<file path="config.mk">
export PLATFORM = sky130hd
export DESIGN_NAME = mv_mult_seq
export DESIGN_NICKNAME = d
export VERILOG_FILES = /design/src/rtl/mv_mult_seq.sv
export SDC_FILE = /design/constraint.sdc
export NUM_CORES = 1
export LEC_CHECK = 0
export ABC_CLOCK_PERIOD_IN_PS = 5200
export CAP_MARGIN = 10
export CORE_AREA = 2 2 81 83
export CTS_CLUSTER_DIAMETER = 80
export DETAILED_ROUTE_END_ITERATION = 12
export DIE_AREA = 0 0 83 85
export PLACE_DENSITY = 0.87
export SYNTH_ARGS = -nofsm -noshare
export SYNTH_HDL_FRONTEND = slang
export SYNTH_SLANG_ARGS = --single-unit
</file>
<file path="constraint.sdc">
create_clock -name clk -period 5.2 [get_ports clk]
set_input_delay 1.04 -clock clk [delete_from_list [all_inputs] [get_ports clk]]
set_output_delay 1.04 -clock clk [all_outputs]
set_load 0.01 [all_outputs]
</file>
<file path="src/rtl/mv_mult_seq.sv">
// ---------------------------------------------------------------------------
// mv_mult_seq
// Sequential matrix-vector multiplier controller. An N x N matrix and an
// N-element vector are loaded over a W-bit valid/ready byte stream. One
// multiply-accumulate unit then works through all N*N products, row by row.
// The N row sums are streamed out under valid/ready backpressure.
// The matrix is kept across jobs, so a job can reload only the vector.
//
// Ports
//   clk         rising-edge clock
//   rst         asynchronous reset, active-high
//   start       begin a job (sampled only in IDLE)
//   reload_mat  with start: 1 = load matrix then vector, 0 = vector only
//   in_valid    in_data is valid
//   in_data     matrix element (row-major) or vector element (index 0 first)
//   in_ready    block accepts in_data this cycle
//   out_valid   out_data holds a row result
//   out_data    row result, rows in order 0..N-1
//   out_ready   consumer accepts out_data
//   busy        high in every state except IDLE
//   done        one-cycle pulse after the last result handshake
// ---------------------------------------------------------------------------
module mv_mult_seq #(
   parameter int N     = 2,
   parameter int W     = 4,
   parameter int ACC_W = 2*W + $clog2(N)
) (
   input  logic             clk,
   input  logic             rst,
   input  logic             start,
   input  logic             reload_mat,
   input  logic             in_valid,
   input  logic [W-1:0]     in_data,
   output logic             in_ready,
   output logic             out_valid,
   output logic [ACC_W-1:0] out_data,
   input  logic             out_ready,
   output logic             busy,
   output logic             done
);

   localparam int            IW   = (N > 1) ? $clog2(N) : 1;
   localparam logic [IW-1:0] LAST = IW'(N - 1);

   typedef enum logic [2:0] {IDLE, LOAD_M, LOAD_V, COMPUTE, OUTPUT} state_t;

   state_t           state, state_next;
   logic [IW-1:0]    row, col, idx;
   logic [ACC_W-1:0] acc, acc_next;
   logic [2*W-1:0]   prod;
   logic             mat_loaded;
   logic             in_xfer, out_xfer;

   logic [W-1:0]     mat [N][N];
   logic [W-1:0]     vec [N];
   logic [ACC_W-1:0] res [N];

   assign in_ready  = (state == LOAD_M) || (state == LOAD_V);
   assign out_valid = (state == OUTPUT);
   assign busy      = (state != IDLE);
   assign out_data  = out_valid ? res[idx] : '0;
   assign in_xfer   = in_valid && in_ready;
   assign out_xfer  = out_valid && out_ready;

   // Product width 2W; the zero-extension to ACC_W leaves room for N sums.
   assign prod     = mat[row][col] * vec[col];
   assign acc_next = ((col == '0) ? '0 : acc) + ACC_W'(prod);

   // State register
   always_ff @(posedge clk or posedge rst) begin
      // NOTE: sequential state uses non-blocking (<=) so every register
      // samples pre-edge values; blocking here would create order races.
      if (rst) state <= IDLE;
      else     state <= state_next;
   end

   // Next-state logic
   always_comb begin
      // NOTE: default assigned first so no path leaves state_next unassigned,
      // which would infer a latch.
      state_next = state;
      unique case (state)
         IDLE:    if (start)
                     state_next = (reload_mat || !mat_loaded) ? LOAD_M : LOAD_V;
         LOAD_M:  if (in_xfer && row == LAST && col == LAST) state_next = LOAD_V;
         LOAD_V:  if (in_xfer && col == LAST)                state_next = COMPUTE;
         COMPUTE: if (row == LAST && col == LAST)            state_next = OUTPUT;
         OUTPUT:  if (out_xfer && idx == LAST)               state_next = IDLE;
         default: state_next = IDLE;
      endcase
   end

   // Datapath: register files, indices, accumulator, flags
   always_ff @(posedge clk or posedge rst) begin
      if (rst) begin
         // NOTE: the register files are cleared on reset so a job can never
         // observe stale data; kept in flops, not a RAM macro, for this reason.
         for (int i = 0; i < N; i++) begin
            for (int j = 0; j < N; j++) mat[i][j] <= '0;
            vec[i] <= '0;
            res[i] <= '0;
         end
         row        <= '0;
         col        <= '0;
         idx        <= '0;
         acc        <= '0;
         mat_loaded <= 1'b0;
         done       <= 1'b0;
      end else begin
         done <= out_xfer && (idx == LAST);
         unique case (state)
            IDLE: begin
               if (start) begin
                  row <= '0;
                  col <= '0;
               end
            end
            LOAD_M: begin
               if (in_xfer) begin
                  mat[row][col] <= in_data;
                  if (col == LAST) begin
                     col <= '0;
                     if (row == LAST) begin
                        row        <= '0;
                        mat_loaded <= 1'b1;
                     end else begin
                        row <= row + 1'b1;
                     end
                  end else begin
                     col <= col + 1'b1;
                  end
               end
            end
            LOAD_V: begin
               if (in_xfer) begin
                  vec[col] <= in_data;
                  if (col == LAST) begin
                     col <= '0;
                     row <= '0;
                  end else begin
                     col <= col + 1'b1;
                  end
               end
            end
            COMPUTE: begin
               acc <= acc_next;
               if (col == LAST) begin
                  res[row] <= acc_next;
                  col      <= '0;
                  if (row == LAST) begin
                     row <= '0;
                     idx <= '0;
                  end else begin
                     row <= row + 1'b1;
                  end
               end else begin
                  col <= col + 1'b1;
               end
            end
            OUTPUT: begin
               if (out_xfer) idx <= (idx == LAST) ? '0 : idx + 1'b1;
            end
            default: ;
         endcase
      end
   end

endmodule

</file>
== Yosys cells after proc, flatten, opt, wreduce, memory -nomap -nowiden ==
Cells that the tools add are included.

* $add $sub $neg: 4
* $mul: 1
* Order comparisons: 5
* Eq/ne operators: 16
* Multiplexer cells: 45
* Bitwise operators: 3
* Reductions and logical operators: 26

{| class="wikitable"
|+ Operator list
! cell !! count
|-
| two-way mux 9 bit || 6
|-
| two-way mux 8 bit || 4
|-
| two-way mux 4 bit || 7
|-
| bitwise mux 18 bit || 1
|-
| bitwise mux 16 bit || 1
|-
| two-way mux 3 bit || 5
|-
| case mux 3 bit (5 select lines) || 1
|-
| inequality test 2 bit (second input constant) || 7
|-
| two-way mux 1 bit || 12
|-
| inequality test 2 x 1 -> 1 bit (second input constant) || 5
|-
| AND reduction 5 bit || 2
|-
| adder 9 x 8 -> 9 bit || 1
|-
| demux 9 bit (select 1 bit) || 1
|-
| logical AND 1 bit || 9
|-
| bitwise mux 8 bit || 1
|-
| demux 8 bit (select 1 bit) || 1
|-
| multiplier 4 x 4 -> 8 bit || 1
|-
| AND reduction 4 bit || 2
|-
| equality test 3 x 2 -> 1 bit (second input constant) || 2
|-
| greater-or-equal comparator 2 bit (second input constant) || 3
|-
| NOT 1 -> 2 bit || 3
|-
| AND reduction 2 bit || 3
|-
| nonzero test 3 bit || 2
|-
| demux 4 bit (select 1 bit) || 1
|-
| 15 further kinds || 19
|}

* Register bits: 59
* Word-level logic and storage cells: 115

== Longest topological paths before layout ==
Gate-level depths: netlist (run 1).

* Depth in word-level cells: 10
* Mapped depth: 16
* Gate-level depth less buffers: 14

== Worst setup path before layout (run 1) ==
Ideal clock, no wire load.

* Path kind: register -> register
* From: register col
* To: register res[17] (netlist name)
* Library setup time: 82 ps
* Arrival: 3918 ps
* Required time: 5118 ps
* Slack: 1200 ps
* Stages on the path, launching flop included: 15
* Path buffers: 2
* Period minus slack after synthesis: 4000 ps
* Cell sequence: dfrtp_1 > buf_4 > buf_2 > mux2i_1 > nand2b_1 > fa_1 > fa_1 > fa_1 > inv_1 > ha_1 > a211oi_2 > o311ai_4 > o21a_1 > a21o_1 > a31oi_1

* Longest elaborated chain between the ends: 7
* Elaborated cells between the ends (all ways): 12

{| class="wikitable"
|+ RTL lines
! what !! line !! text
|-
| from (decl) || 48 || <nowiki>logic [IW-1:0] row, col, idx;</nowiki>
|-
| from (signal assigned) || 130 || <nowiki>col <= col + 1'b1;</nowiki>
|-
| from (signal assigned) || 141 || <nowiki>col <= col + 1'b1;</nowiki>
|-
| from (signal assigned) || 157 || <nowiki>col <= col + 1'b1;</nowiki>
|-
| NOT 1 -> 2 bit (implied by the code) || 66 || <nowiki>assign prod = mat[row][col] * vec[col];</nowiki>
|-
| two-way mux 4 bit (implied by the code) (3 in a row) || 66 ||
|-
| multiplier 4 x 4 -> 8 bit || 66 ||
|-
| adder 9 x 8 -> 9 bit || 67 || <nowiki>assign acc_next = ((col == '0) ? '0 : acc) + ACC_W'(prod);</nowiki>
|-
| bitwise mux 18 bit || 148 || <nowiki>res[row] <= acc_next;</nowiki>
|-
| to (signal, indexed assignment) || 148 ||
|-
| to (decl) || 56 || <nowiki>logic [ACC_W-1:0] res [N];</nowiki>
|}

Parallel ways exist; a longest one is shown, timed or not. The select of a mux whose other input is x is not followed.
A chain may end at the register's enable or synchronous reset.

== Final worst setup path (run 1) ==
* From: register col
* To: register res[8] (netlist name)

The elaborated chain is that of the path after synthesis.

==> results of run 1 <==
-- power by group through the flow --
stage / clock network [W] / registers, W / logic [W]
6_report: 0.000396 / 0.000829 / 0.00153
5_1_grt: 0.000427 / 0.000860 / 0.00174
4_1_cts: 0.000405 / 0.000825 / 0.00155
3_5_place_dp: 0 / 0.000830 / 0.00155
3_3_place_gp: 0 / 0.000821 / 0.00147
2_1_floorplan: 0 / 0.000740 / 0.00130
-- routing by layer --
layer	share of wire, %	track usage (%)	vias to the layer above
li1	-	-	1136
met1	46	25.6	1192
met2	49	33.7	30
met3	3.3	6.23	9
met4	1.5	7.30	0
met5	0	0	-
-- flip-flops by register name (all words and copies together) (netlist names) --
register and cells:
vec 8, acc 9, mat 16, state 3, row 1, idx 1
done 1, col 1, res 18, mat_loaded 1
-- cells in the final DEF (no fill, tap or decap), types with 2 or more instances in the layout --
| master | n |
|---|---|
| xnor2_1 | 5 |
| o21ai_1 | 4 |
| a31oi_1 | 3 |
| mux2i_1 | 17 |
| fa_1 | 9 |
| clkdlybuf4s50_1 | 22 |
| dfrtp_1 | 59 |
| nand2b_1 | 4 |
| a21oi_1 | 7 |
| mux4_2 | 4 |
| mux2_4 | 4 |
| nor2_1 | 26 |
| and2_1 | 4 |
| o211ai_1 | 2 |
| mux2_1 | 4 |
| nand2_1 | 35 |
| buf_4 | 2 |
| mux2_2 | 28 |
| a22oi_1 | 2 |
| nand3_1 | 4 |
| nor2b_1 | 14 |
| a21o_1 | 4 |
| o21ai_0 | 8 |
| ha_1 | 17 |
| clkinv_2 | 2 |
| clkbuf_8 | 10 |
| inv_1 | 22 |
-- worst max-delay path by stage --
stage | to | depth (start not counted)
after floorplan | res[17]$_DFFE_PP0P_ | 14
after global placement | res[16]$_DFFE_PP0P_ | 12
after detailed placement | res[8]$_DFFE_PP0P_ | 13
after CTS | res[8]$_DFFE_PP0P_ | 13
after global routing | res[8]$_DFFE_PP0P_ | 12
final | res[8]$_DFFE_PP0P_ | 13
-- logic make-up (layout without fill, tap and decap cells) --
group / after synthesis / count (layout) / share of synthesized area [%]
flip-flops: 59 / 59 / 42.2
adder cells (fa/ha/maj): 26 / 26 / 11.2
XOR/XNOR: 6 / 6 / 1.50
AO/OA/AOI/OAI: 35 / 35 / 6.86
AND/OR/NAND/NOR: 101 / 101 / 14.5
multiplexers: 57 / 57 / 19.4
buffers and inverters: 34 / 61 / 4.29
-- area by class of cell --
cell class	instances	share of cell area (%)
clock inverters	3	1.01
inverters	23	2.19
flip-flops and latches	59	37.4
repair buffers	24	5.96
multi-input cells	225	47.5
well taps	77	2.44
clock buffers	11	3.58
-- metrics by stage --
stage	std cells	hold slack [ns]
4_1_cts	422	0.482
5_1_grt	422	0.511
3_5_place_dp	408	0.466
6_report	422	0.476
2_1_floorplan	318	0.431
3_3_place_gp	408	0.459
-- cell usage after synthesis (all sizes together) (5+ instances only) --
library cell  count  area share (%)
mux2i            17             4.9
dfrtp            59              42
nand2            36             3.9
o21ai            12             1.7
inv              23             2.5
xnor2             5             1.3
fa                9             5.1
ha               17             6.1
nor2             26             2.8
nor2b            14             2.5
mux2             36              12
a21oi             7             1.0
buf              10             1.7
-- worst max-delay path, stage by stage, from the launching register on --
cell and delay, ns:
dfrtp_1 0.66, mux4_2 0.63, nor2b_1 0.17, fa_1 0.44, ha_1 0.29, inv_1 0.05
fa_1 0.53, inv_1 0.04, ha_1 0.32, nand2_1 0.12, o311ai_4 0.36, nand4_1 0.23
a21o_1 0.24, a31oi_1 0.16
==> flow_summary.toml, run 1 <==
[sta]
final_max_slew_viol_count = 0
setup_ws_ns = 0.889
tns_ns = 0
finalSetupViolations = 0
rsz0062_at_grt = "no"
max_clock_freq_mhz = 232
relSlewSlack_pct = 42.6
finClkSkew_ns = 0.00881
hold_viol_final = 0
finalCritPeriodShare_pct = 82.9
tightest_slew_ns = 0.857
min_period_ns = 4.31

[power_and_ir_drop]
p_seq_share_pct = 30.1
total_leakage_power_nw = 1.88
power_w = 0.00276
ir_drop_mv = 0.433
power.switching_w = 0.00116
p_sw_share_pct = 42.0
clkPwrFrac_pct = 14.4
comb_power_share_pct = 55.6
power_density_nw_per_um2 = 698
p_int_w = 0.00160

[synthesis]
seq_area_frac_synth_pct = 42.2
synth_seq_cells = 59
synth_edf_count = 0
syn-cell-area_sq_um = 3500
synth_warnings = 0
synth_cells = 318
ys.flop_type = "dfrtp_1"
syn-num-nets = 354
syn_avg_cell_area_sq_um = 11.0
synth.distinct_cells = 48
ys_async_sr_fraction_pct = 100

[place]
routabilityCongestion = 0.853
numPortBuffers = 22
hpwl_um = 4780
dp_slack_ns = 0.888
dpl_cell_area_sq_um = 3770

[final_layout]
diodes = 0
fin_nets = 378
fillers = 456
finish.instance_area_sq_um = 3950
area_growth_pct = 12.8
drive_gt1_share_pct = 18.0
final_util_pct = 63.7
multi_input_area_sq_um = 1870
regArea_sq_um = 1480

[cts]
tritoncts.num_buffers = 9
cts_resized = 0
cts_tree = "yes"
worst_skew_pair.late_latency_ns = 0.34
clockRootBuffer = "clkbuf_8"
ctsHoldBuffers = 0
postCtsSetupBuffers = 0
cts_num_sinks = 59
clk_pin_slew_ns = 0.06
clockBufferDepth = 2
h-tree-depth = 3

[global_routing]
grt_max_degree = 60
grt_usage_pct = 20.4
grt_pass1_wl_um = 11400
antenna_found_initial = 0
grt_overflow = 0
grt_pass1_vias = 2441

[critical_path]
r2r-end = "res[8]$_DFFE_PP0P_"
r2r_setup_slack_ns = 0.89
cp.required_ns = 5.47
crit_fanout = 12
crit_start = "col$_DFFE_PP0P_"
r2r_start = "col$_DFFE_PP0P_"
crit_type = "flip-flop to flip-flop"
worstSetupStartpointType = "flip-flop"
end_kind = "flip-flop"
cp.arrival_ns = 4.58
r2r_cells = 13

[worst_hold_path]
hp-class = "flip-flop to flip-flop"
whs_path_depth = 1
worstHoldEndpoint = "mat_loaded$_DFFE_PP0P_"
min-delay-start = "mat_loaded$_DFFE_PP0P_"

[floorplanning]
start_util_pct = 56.4
die_area_sq_um = 7060
core_area_sq_um = 6200
die_height_um = 85
row_count = 29
chipWidth_um = 83
io-pin-count = 23

[detailed_routing]
dr.pass1.iters = 4
ant_nets = 0
drt_iter0_markers = 141
wirelength_um = 6520
routedWlPerCell_um = 15.5
drc = 0
vias = 2367
vias_per_cell = 5.61

[job]
maxCapViolCount = 0

[outcome]
status = "finished clean"
Note: power is estimated with default switching activity, not from simulation.
==> inputs of run 2 (changes only) <==
- ABC_CLOCK_PERIOD_IN_PS: 5200 -> 3620
- CORE_AREA: 2 2 81 83 -> 2 2 84 86
- DIE_AREA: 0 0 83 85 -> 0 0 86 88
- PLACE_DENSITY: 0.87 -> 0.85
- clock period: 5.2 -> 3.62 ns (I/O delays scaled with it)
==> run 2 against run 1 <==
  * The flow now finishes with violations (setup timing)
  * Die area up 7.3%
  * First-iteration DRC count up 14%
  * Count of clock-buffer cells in the layout unchanged
  * Core utilization up 2.4 points
  * Via count up 8.7%
  * Register-to-register slack worse by 1.3 ns
  * Flip-flop and latch count unchanged
  * Sequential share of layout area down 3.7 points
  * Cell area up 11%
  * Final cell count up 6.2%
  * Non-clock buffer count up 21
  * Critical path type unchanged
==> flow_summary.toml, run 2 (synthesis gave the netlist of run 1 again) <==
[outcome]
status = "finished, violations left"
violations = "setup timing"

[final_layout]
layout_common_cells = "dfrtp_1, nand2_1, nor2_1, mux2_2, clkdlybuf4s50_1"
largestRegisters = "res x18, mat x16, acc x9"
drive_gt1_share_pct = 32.1
area_growth_pct = 25.3
final_common_cell = "dfrtp_1"
largest_reg_flops = 18
top_register = "res"
fin_nets = 399
fin_cells = 448
diodes = 0

[place]
placed_cells = 425
hpwl_um = 5350
numPortBuffers = 22
routabilityCongestion = 0.859
dp_slack_ns = -0.364

[global_routing]
grt_usage_pct = 22.0
grt_overflow = 0
grt_pass1_vias = 2637
grt_pass1_wl_um = 12600
grt_max_degree = 39
antenna_found_initial = 0

[worst_hold_path]
hp-class = "flip-flop to flip-flop"

[detailed_routing]
vias = 2574
drt_iter0_markers = 161
wirelength_um = 8250
drc = 0
dr.pass1.iters = 4
vias_per_cell = 5.75
routedWlPerCell_um = 18.4
ant_nets = 0

[sta]
finalCritPeriodShare_pct = 110
final_max_slew_viol_count = 0
min_period_ns = 3.99
rsz0062_at_grt = "yes"
hold_viol_final = 0
relSlewSlack_pct = 48.8
hold_ws_ns = 0.475
finClkSkew_ns = 0.0140
finalSetupViolations = 16
tightest_slew_ns = 0.767
setup_ws_ns = -0.373
max_clock_freq_mhz = 250

[cts]
cts_tree = "yes"
clockBufferDepth = 2
h-tree-depth = 3
clockRootBuffer = "clkbuf_8"
clk_pin_slew_ns = 0.07
tritoncts.num_buffers = 9
cts_num_sinks = 59
worst_skew_pair.late_latency_ns = 0.35

[job]
maxCapViolCount = 0

[floorplanning]
core_area_sq_um = 6640
die_area_sq_um = 7570
chipWidth_um = 86
row_count = 30
start_util_pct = 52.7
die_height_um = 88
io-pin-count = 23

[critical_path]
cp.required_ns = 3.85
crit_chain = "mux4_2 -> buf_6 -> nor2b_4 -> fa_2 -> ha_4 -> inv_2 -> fa_1 -> inv_2 -> ha_4 -> nand2_4 -> o311ai_4 -> nand4_1 -> a32oi_1 -> nand3_1"
critPathMaxStageDelay_ns = 0.55
end_kind = "flip-flop"
cp.arrival_ns = 4.22
worstSetupStartpointType = "flip-flop"
crit_fanout = 4
crit_type = "flip-flop to flip-flop"
cp_slowest_cell = "mux4_2"
[run 2: cell count changes in the layout (fill, tap and decap cells not counted), sizes merged]
| cell | delta |
|---|---|
| clkinv | +2 |
| buf | +21 |
[run 2: worst max-delay path, delay by kind of cell (launching register included)]
kind	cells	cell delay, ns
buffers and inverters	3	0.22
adder cells (fa/ha/maj)	4	1.53
AND/OR/NAND/NOR	4	0.50
flip-flops	1	0.42
AO/OA/AOI/OAI	2	0.65
multiplexers	1	0.55
[run 2: metal layers]
| metal | vias to the layer above | GRT usage (%) | share of wire [%] |
|---|---|---|---|
| met3 | 23 | 5.75 | 4.0 |
| li1 | 1177 | - | - |
| met4 | 0 | 10.1 | 3.0 |
| met5 | - | 0 | 0 |
| met2 | 69 | 37.5 | 53 |
| met1 | 1305 | 26.1 | 40 |
[run 2: cell type report]
cell class                 instances  area (sq um)
clock inverter                     5          53.8
sequential                        59          1480
inverter                          23          86.3
clock buffer                      11           131
multi-input combinational        225          2130
tap                               80           100
timing repair buffer              45           408
fill                             459          2260
[run 2: stage by stage]
step | TNS [ns] | instance area (sq um) | utilization, %
finish | -3.14 | 4390 | 66.0
global route | -4.79 | 4390 | 66.0
CTS | -2.50 | 4190 | 63.1
detailed placement | -3.22 | 3930 | 59.1
global placement | -1.93 | 3930 | 59.1
floorplan | -1.38 | 3550 | -
[run 2: path summary, 6_finish.rpt]
check	end	cells past startpoint	slack [ns]	start
max	acc[8]$_DFFE_PP0P_	14	-0.37	row$_DFFE_PP0P_
min	mat_loaded$_DFFE_PP0P_	1	0.48	mat_loaded$_DFFE_PP0P_
max reg2reg	acc[8]$_DFFE_PP0P_	14	-0.37	row$_DFFE_PP0P_
min reg2reg	mat_loaded$_DFFE_PP0P_	1	0.48	mat_loaded$_DFFE_PP0P_
max in group asynchronous	acc[5]$_DFFE_PP0P_	3	2.13	rst
min in group asynchronous	state[0]$_DFFE_PP0P_	2	0.83	rst
[run 2: repair_timing]
item	CTS	global route
buffers inserted	6	3
endpoints found under the setup margin	17	18
hold endpoints to repair	0	0
hold buffers	0	0
pin swaps	13	23
gates resized for setup	8	35
Power of run 2 is not shown: default switching activity piles up to over one toggle a cycle in this logic, so the estimate is an artifact.
==> inputs of run 3 (changes only) <==
- ABC_AREA: not set -> 1
- CORE_AREA: 2 2 84 86 -> 2 2 82 84
- DIE_AREA: 0 0 86 88 -> 0 0 84 86
- DONT_BUFFER_PORTS: not set -> 1
- PLACE_DENSITY: 0.85 -> 0.84
==> run 3 against run 2 <==
  * The run still ends with setup timing left
  * Synthesized area increased by 1.4%
  * Final cell count increased by 28%
  * Clock skew increased by 0.0014 ns
  * Global-route usage increased by 1.2 points
  * Flip-flop and latch count unchanged
  * Sequential share of layout area increased by 2.1 points
  * Count of clock-buffer cells in the layout decreased by 2
==> flow_summary.toml, run 3 <==
[worst_hold_path]
hp-class = "primary input to asynchronous set/reset pin"

[detailed_routing]
ant_nets = 0
vias_per_cell = 5.51
vias = 3169
dr.pass1.iters = 5
drt_iter0_markers = 224
drc = 0
routedWlPerCell_um = 14.4
wirelength_um = 8280

[critical_path]
end_kind = "flip-flop"
crit_fanout = 5
cp.required_ns = 3.85
crit_type = "flip-flop to flip-flop"
cp.arrival_ns = 3.89
worstSetupStartpointType = "flip-flop"
r2r_setup_slack_ns = -0.04

[synthesis]
synth_top_area_share_pct = 41.6
ys_async_sr_fraction_pct = 100
synth_warnings = 0
synth_seq_cells = 59
synth_common_cells = "nand2_1, dfrtp_1, inv_1"
synth_area_leaders = "dfrtp_1, nand2_1, inv_1"
synth_edf_count = 0
seq_area_frac_synth_pct = 41.6
synth.distinct_cells = 28
syn_avg_cell_area_sq_um = 7.57
ys.flop_type = "dfrtp_1"
synth_cells = 469
synth_top_area_cell = "dfrtp_1"
yosys.cell_count.top_type = "nand2_1"
syn-cell-area_sq_um = 3550
syn-num-nets = 505

[place]
placed_cells = 556
routabilityCongestion = 0.879
hpwl_um = 5560
dpl_cell_area_sq_um = 3770
dp_slack_ns = -0.169
numPortBuffers = 0

[global_routing]
grt_pass1_wl_um = 13300
grt_pass1_vias = 2969
grt_overflow = 0
grt_usage_pct = 23.2
antenna_found_initial = 0
grt_max_degree = 42

[sta]
min_period_ns = 3.66
hold_viol_final = 0
tightest_slew_ns = 0.861
tns_ns = -0.194
relSlewSlack_pct = 42.5
finalSetupViolations = 8
setup_ws_ns = -0.0410
rsz0062_at_grt = "yes"
max_clock_freq_mhz = 273
final_max_slew_viol_count = 0
finalCritPeriodShare_pct = 101
finClkSkew_ns = 0.0154

[cts]
clockRootBuffer = "clkbuf_8"
tritoncts.num_buffers = 9
h-tree-depth = 3
clockBufferDepth = 2
worst_skew_pair.late_latency_ns = 0.36
ctsHoldBuffers = 0
clk_pin_slew_ns = 0.07
cts_num_sinks = 59
cts_tree = "yes"

[final_layout]
area_growth_pct = 16.2
top_register = "res"
finish.instance_area_sq_um = 4130
final_common_cell = "nand2_1"
drive_gt1_share_pct = 19.1
fin_cells = 575
fin_nets = 529
diodes = 0
largest_reg_flops = 18
largestRegisters = "res x18, mat x16, acc x9"
layout_common_cells = "nand2_1, dfrtp_1, inv_1, o21ai_0, nor2_1"

[floorplanning]
die_area_sq_um = 7220
chipWidth_um = 84
die_height_um = 86
core_area_sq_um = 6280
row_count = 29
io-pin-count = 23
start_util_pct = 56.5

[power_and_ir_drop]
power_density_nw_per_um2 = 854
comb_power_share_pct = 53.5
power.switching_w = 0.00156
p_int_w = 0.00197
p_seq_share_pct = 29.5
p_sw_share_pct = 44.2
ir_drop_mv = 0.537
total_leakage_power_nw = 2.21
clkPwrFrac_pct = 17.0

[outcome]
violations = "setup timing"
status = "finished, violations left"

[job]
maxCapViolCount = 0
-- run 3: cell count changes in the layout (fill, tap and decap cells not counted), moves of 9 or more --
| cell | delta |
|---|---|
| nand2_2 | +10 |
| clkdlybuf4s50_1 | -22 |
| mux2i_1 | -13 |
| inv_1 | +35 |
| a21oi_1 | +12 |
| nor2b_1 | -12 |
| mux2_2 | -23 |
| nand3_1 | +15 |
| nand3_2 | +11 |
| o21ai_0 | +27 |
| mux2_4 | -9 |
| nand2_1 | +130 |
-- run 3: per-layer routing --
metal	vias to the layer above	global-route usage (%)	wire, um
met5	-	0	0
met4	0	9.82	173
met3	17	5.77	429
met2	106	38.9	4080
met1	1534	28.8	3600
li1	1512	-	-
-- run 3: power groups by stage --
stage | clock network [W] | registers, W | logic, W
detailed placement | 0 | 0.00104 | 0.00162
CTS | 0.000605 | 0.00103 | 0.00170
floorplan | 0 | 0.000976 | 0.00119
global placement | 0 | 0.00103 | 0.00154
global route | 0.000634 | 0.00106 | 0.00212
finish | 0.000599 | 0.00104 | 0.00189
-- run 3: what timing repair did --
| action | 4_1_cts | 5_1_grt |
|---|---|---|
| endpoints found under the setup margin | 15 | 18 |
| pin swaps | 11 | 4 |
| gates resized for setup | 15 | 28 |
| setup buffers | 1 | 2 |
-- run 3: worst paths after layout --
path	cells after the start	end	start
min in group clk	2	mat_loaded$_DFFE_PP0P_	mat_loaded$_DFFE_PP0P_
min	1	idx$_DFFE_PP0P_	rst
max in group asynchronous	2	res[5]$_DFFE_PP0P_	rst
max	16	acc[4]$_DFFE_PP0P_	col$_DFFE_PP0P_
max reg2reg	16	acc[4]$_DFFE_PP0P_	col$_DFFE_PP0P_
min reg2reg	2	mat_loaded$_DFFE_PP0P_	mat_loaded$_DFFE_PP0P_
-- run 3: logic make-up after synthesis --
family	count (synthesis)	synth area share, %
XOR/XNOR	2	0.494
flip-flops	59	41.6
AND/OR/NAND/NOR	247	29.3
adder cells (fa/ha/maj)	26	11.1
buffers and inverters	74	8.42
AO/OA/AOI/OAI	60	8.85
multiplexers	1	0.282
-- run 3: worst max-delay path, cell delays in order (launching register included) --
cell	delay, ns
dfrtp_2	0.47
inv_2	0.10
nand2_2	0.05
inv_2	0.08
nand2_1	0.05
nand2_1	0.07
a21oi_2	0.05
or2_1	0.24
fa_1	0.55
fa_2	0.45
fa_1	0.50
inv_2	0.04
ha_4	0.21
or2_4	0.27
a21o_1	0.24
nand3_1	0.10
nand2_1	0.06
-- run 3: cell type report --
cell class | instances | area [sq um]
fill | 509 | 2150
tap | 77 | 96.3
inverter | 63 | 239
sequential | 59 | 1480
clock buffer | 9 | 124
multi-input combinational | 336 | 1930
clock inverter | 7 | 68.8
timing repair buffer | 24 | 188
-- run 3: stage by stage --
stage / util (%) / power (W) / hold WS [ns]
4_1_cts: 63.8 / 0.00333 / 0.455
3_3_place_gp: 60.0 / 0.00257 / 0.433
6_report: 65.7 / 0.00352 / 0.419
2_1_floorplan: - / 0.00217 / 0.423
5_1_grt: 65.7 / 0.00381 / 0.488
3_5_place_dp: 60.0 / 0.00266 / 0.438
==> variant, RTL diff (settings of run 3) <==
Encoding of `state_t`: now one-hot (5 bits for 5 states).
--- a/src/rtl/mv_mult_seq.sv
+++ b/src/rtl/mv_mult_seq.sv
@@ -44,3 +44,3 @@
 
-   typedef enum logic [2:0] {IDLE, LOAD_M, LOAD_V, COMPUTE, OUTPUT} state_t;
+   typedef enum logic [4:0] {IDLE = 5'b00001, LOAD_M = 5'b00010, LOAD_V = 5'b00100, COMPUTE = 5'b01000, OUTPUT = 5'b10000} state_t;
 
Formal check against the unedited RTL: same outputs for any inputs over 10 cycles, from zero or initial values and one cycle with rst high; not proved beyond that.
==> variant against run 3 <==
The flow still finishes with violations (negative setup slack); sequential cell count up 2; wire length up 6.9%; first-iteration DRC count up 47%; design area up 5.5%; worst setup slack worse by 0.042 ns; clock power up 16%; synthesized area up 4.2%; combinational power down 11%; total power down 6.6%; count of clock-buffer cells in the layout up 1; non-clock buffer count up 1; largest cell class unchanged; largest power group unchanged; highest routed layer unchanged.
==> variant: results (changes against run 3) <==
| Metric | Value |
|---|---|
| Hpwl dp | `5700 µm (+2.4%)` |
| VDD IR max | `475 µV (-11%)` |
| Met3 usage | `6.93% (+1.2 points)` |
| Place WS | `-0.169 ns (-0.0000380 ns)` |
| Worst R2R Path Depth | `20 (+4)` |
| Routing usage on met1 | `31.0% (+2.1 points)` |
| Placer Congestion | `0.897 (+2.0%)` |
| Non-CTS buffers | `25 (+4.2%)` |
| Skew final | `0.00851 ns (-0.00691 ns)` |
| Synth Area in Compound Gates | `10.1% (+1.2 points)` |
| DR vias | `3,199 (+0.95%)` |
| Fraction of layout cells with a size suffix above 1 | `25.4% (+6.3 points)` |
| Post-route setup TNS | `-0.200 ns (-0.00677 ns)` |
| Mux contribution to synthesized area | `0% (-0.28 points)` |
| Seq cells | `61 (+3.4%)` |
| Gate Count Post-Synth | `460 (-1.9%)` |
| Largest net degree at the start of global routing | `40 (-4.8%)` |
| Final WS setup | `-0.0834 ns (-0.0424 ns)` |
| Vias in the first global route | `3,069 (+3.4%)` |
| Syn Area/Cell | `8.04 µm² (+6.2%)` |
| Pleak | `0.00229 µW (+3.8%)` |
| Fraction of area in multi-input gates | `47.3% (+0.51 points)` |
| DR WL met2 | `4270 µm (+4.6%)` |
| Max stage delay on crit path | `0.52 ns (-0.03 ns)` |
| Final setup viols | `4 (-4)` |
| Initial DRC Count | `330 (+47%)` |
| Non-clock buffer share | `4.66% (+0.11 points)` |
| Final Non-Filler Cells | `570 (-0.87%)` |
| Worst-margin pin slew | `0.822 ns (-0.0399 ns)` |
| Critical path arrival | `3.95 ns (+0.06 ns)` |
| Post-CTS sizing | `8 (-7)` |
| Violated checks | `negative setup slack` |
| Setup Buffers After CTS | `0 (-1)` |
| Fin Hold WS | `0.404 ns (-0.0148 ns)` |
| Distinct cells, synth | `32 (+14%)` |
| GR met2 Demand/Resource | `42.3% (+3.3 points)` |
| XOR/XNOR Fraction of Synth Area | `0.711% (+0.22 points)` |
| Syn_nets | `496 (-1.8%)` |
| Met3 wire length | `584 µm (+36%)` |
| Worst r2r dst | `acc[8]` |
| Clk cell area share | `5.15% (+0.48 points)` |
| Status | `complete, but fails checks` |
| Post-Layout Inst Area | `4350 µm² (+5.5%)` |
variant: cell count changes after synthesis, moves of 4 or more:
cell	run 3	this run
nor2_4	0	5
o21ai_0	36	27
nor2_1	29	21
inv_2	4	11
nor2_2	1	5
inv_1	58	52
nand2_1	172	147
nand2_2	3	7
a22o_1	0	5
o21ai_1	3	13
variant: where the power goes:
part	leakage [µW]	internal (µW)	switching, µW
logic	0.00136	704	975
clock network	0.000112	405	288
registers	0.000821	817	102
variant: how the worst max path moves through the flow:
stage | slack (ns) | end | cells after the start
floorplan | 0.01 | acc[6] | 16
global placement | -0.09 | res[13] | 15
detailed placement | -0.17 | acc[4] | 15
CTS | 0.006 | res[7] | 21
global route | -0.24 | acc[8] | 20
finish | -0.08 | acc[8] | 20
variant: cell families (layout without fill, tap and decap cells):
| logic type | count (synthesis) | in the layout |
|---|---|---|
| simple gates | 232 | 232 |
| buf+inv | 71 | 104 |
| compound gates | 67 | 67 |
| flops | 61 | 61 |
| fa+ha+maj | 26 | 26 |
| xor+xnor | 3 | 3 |
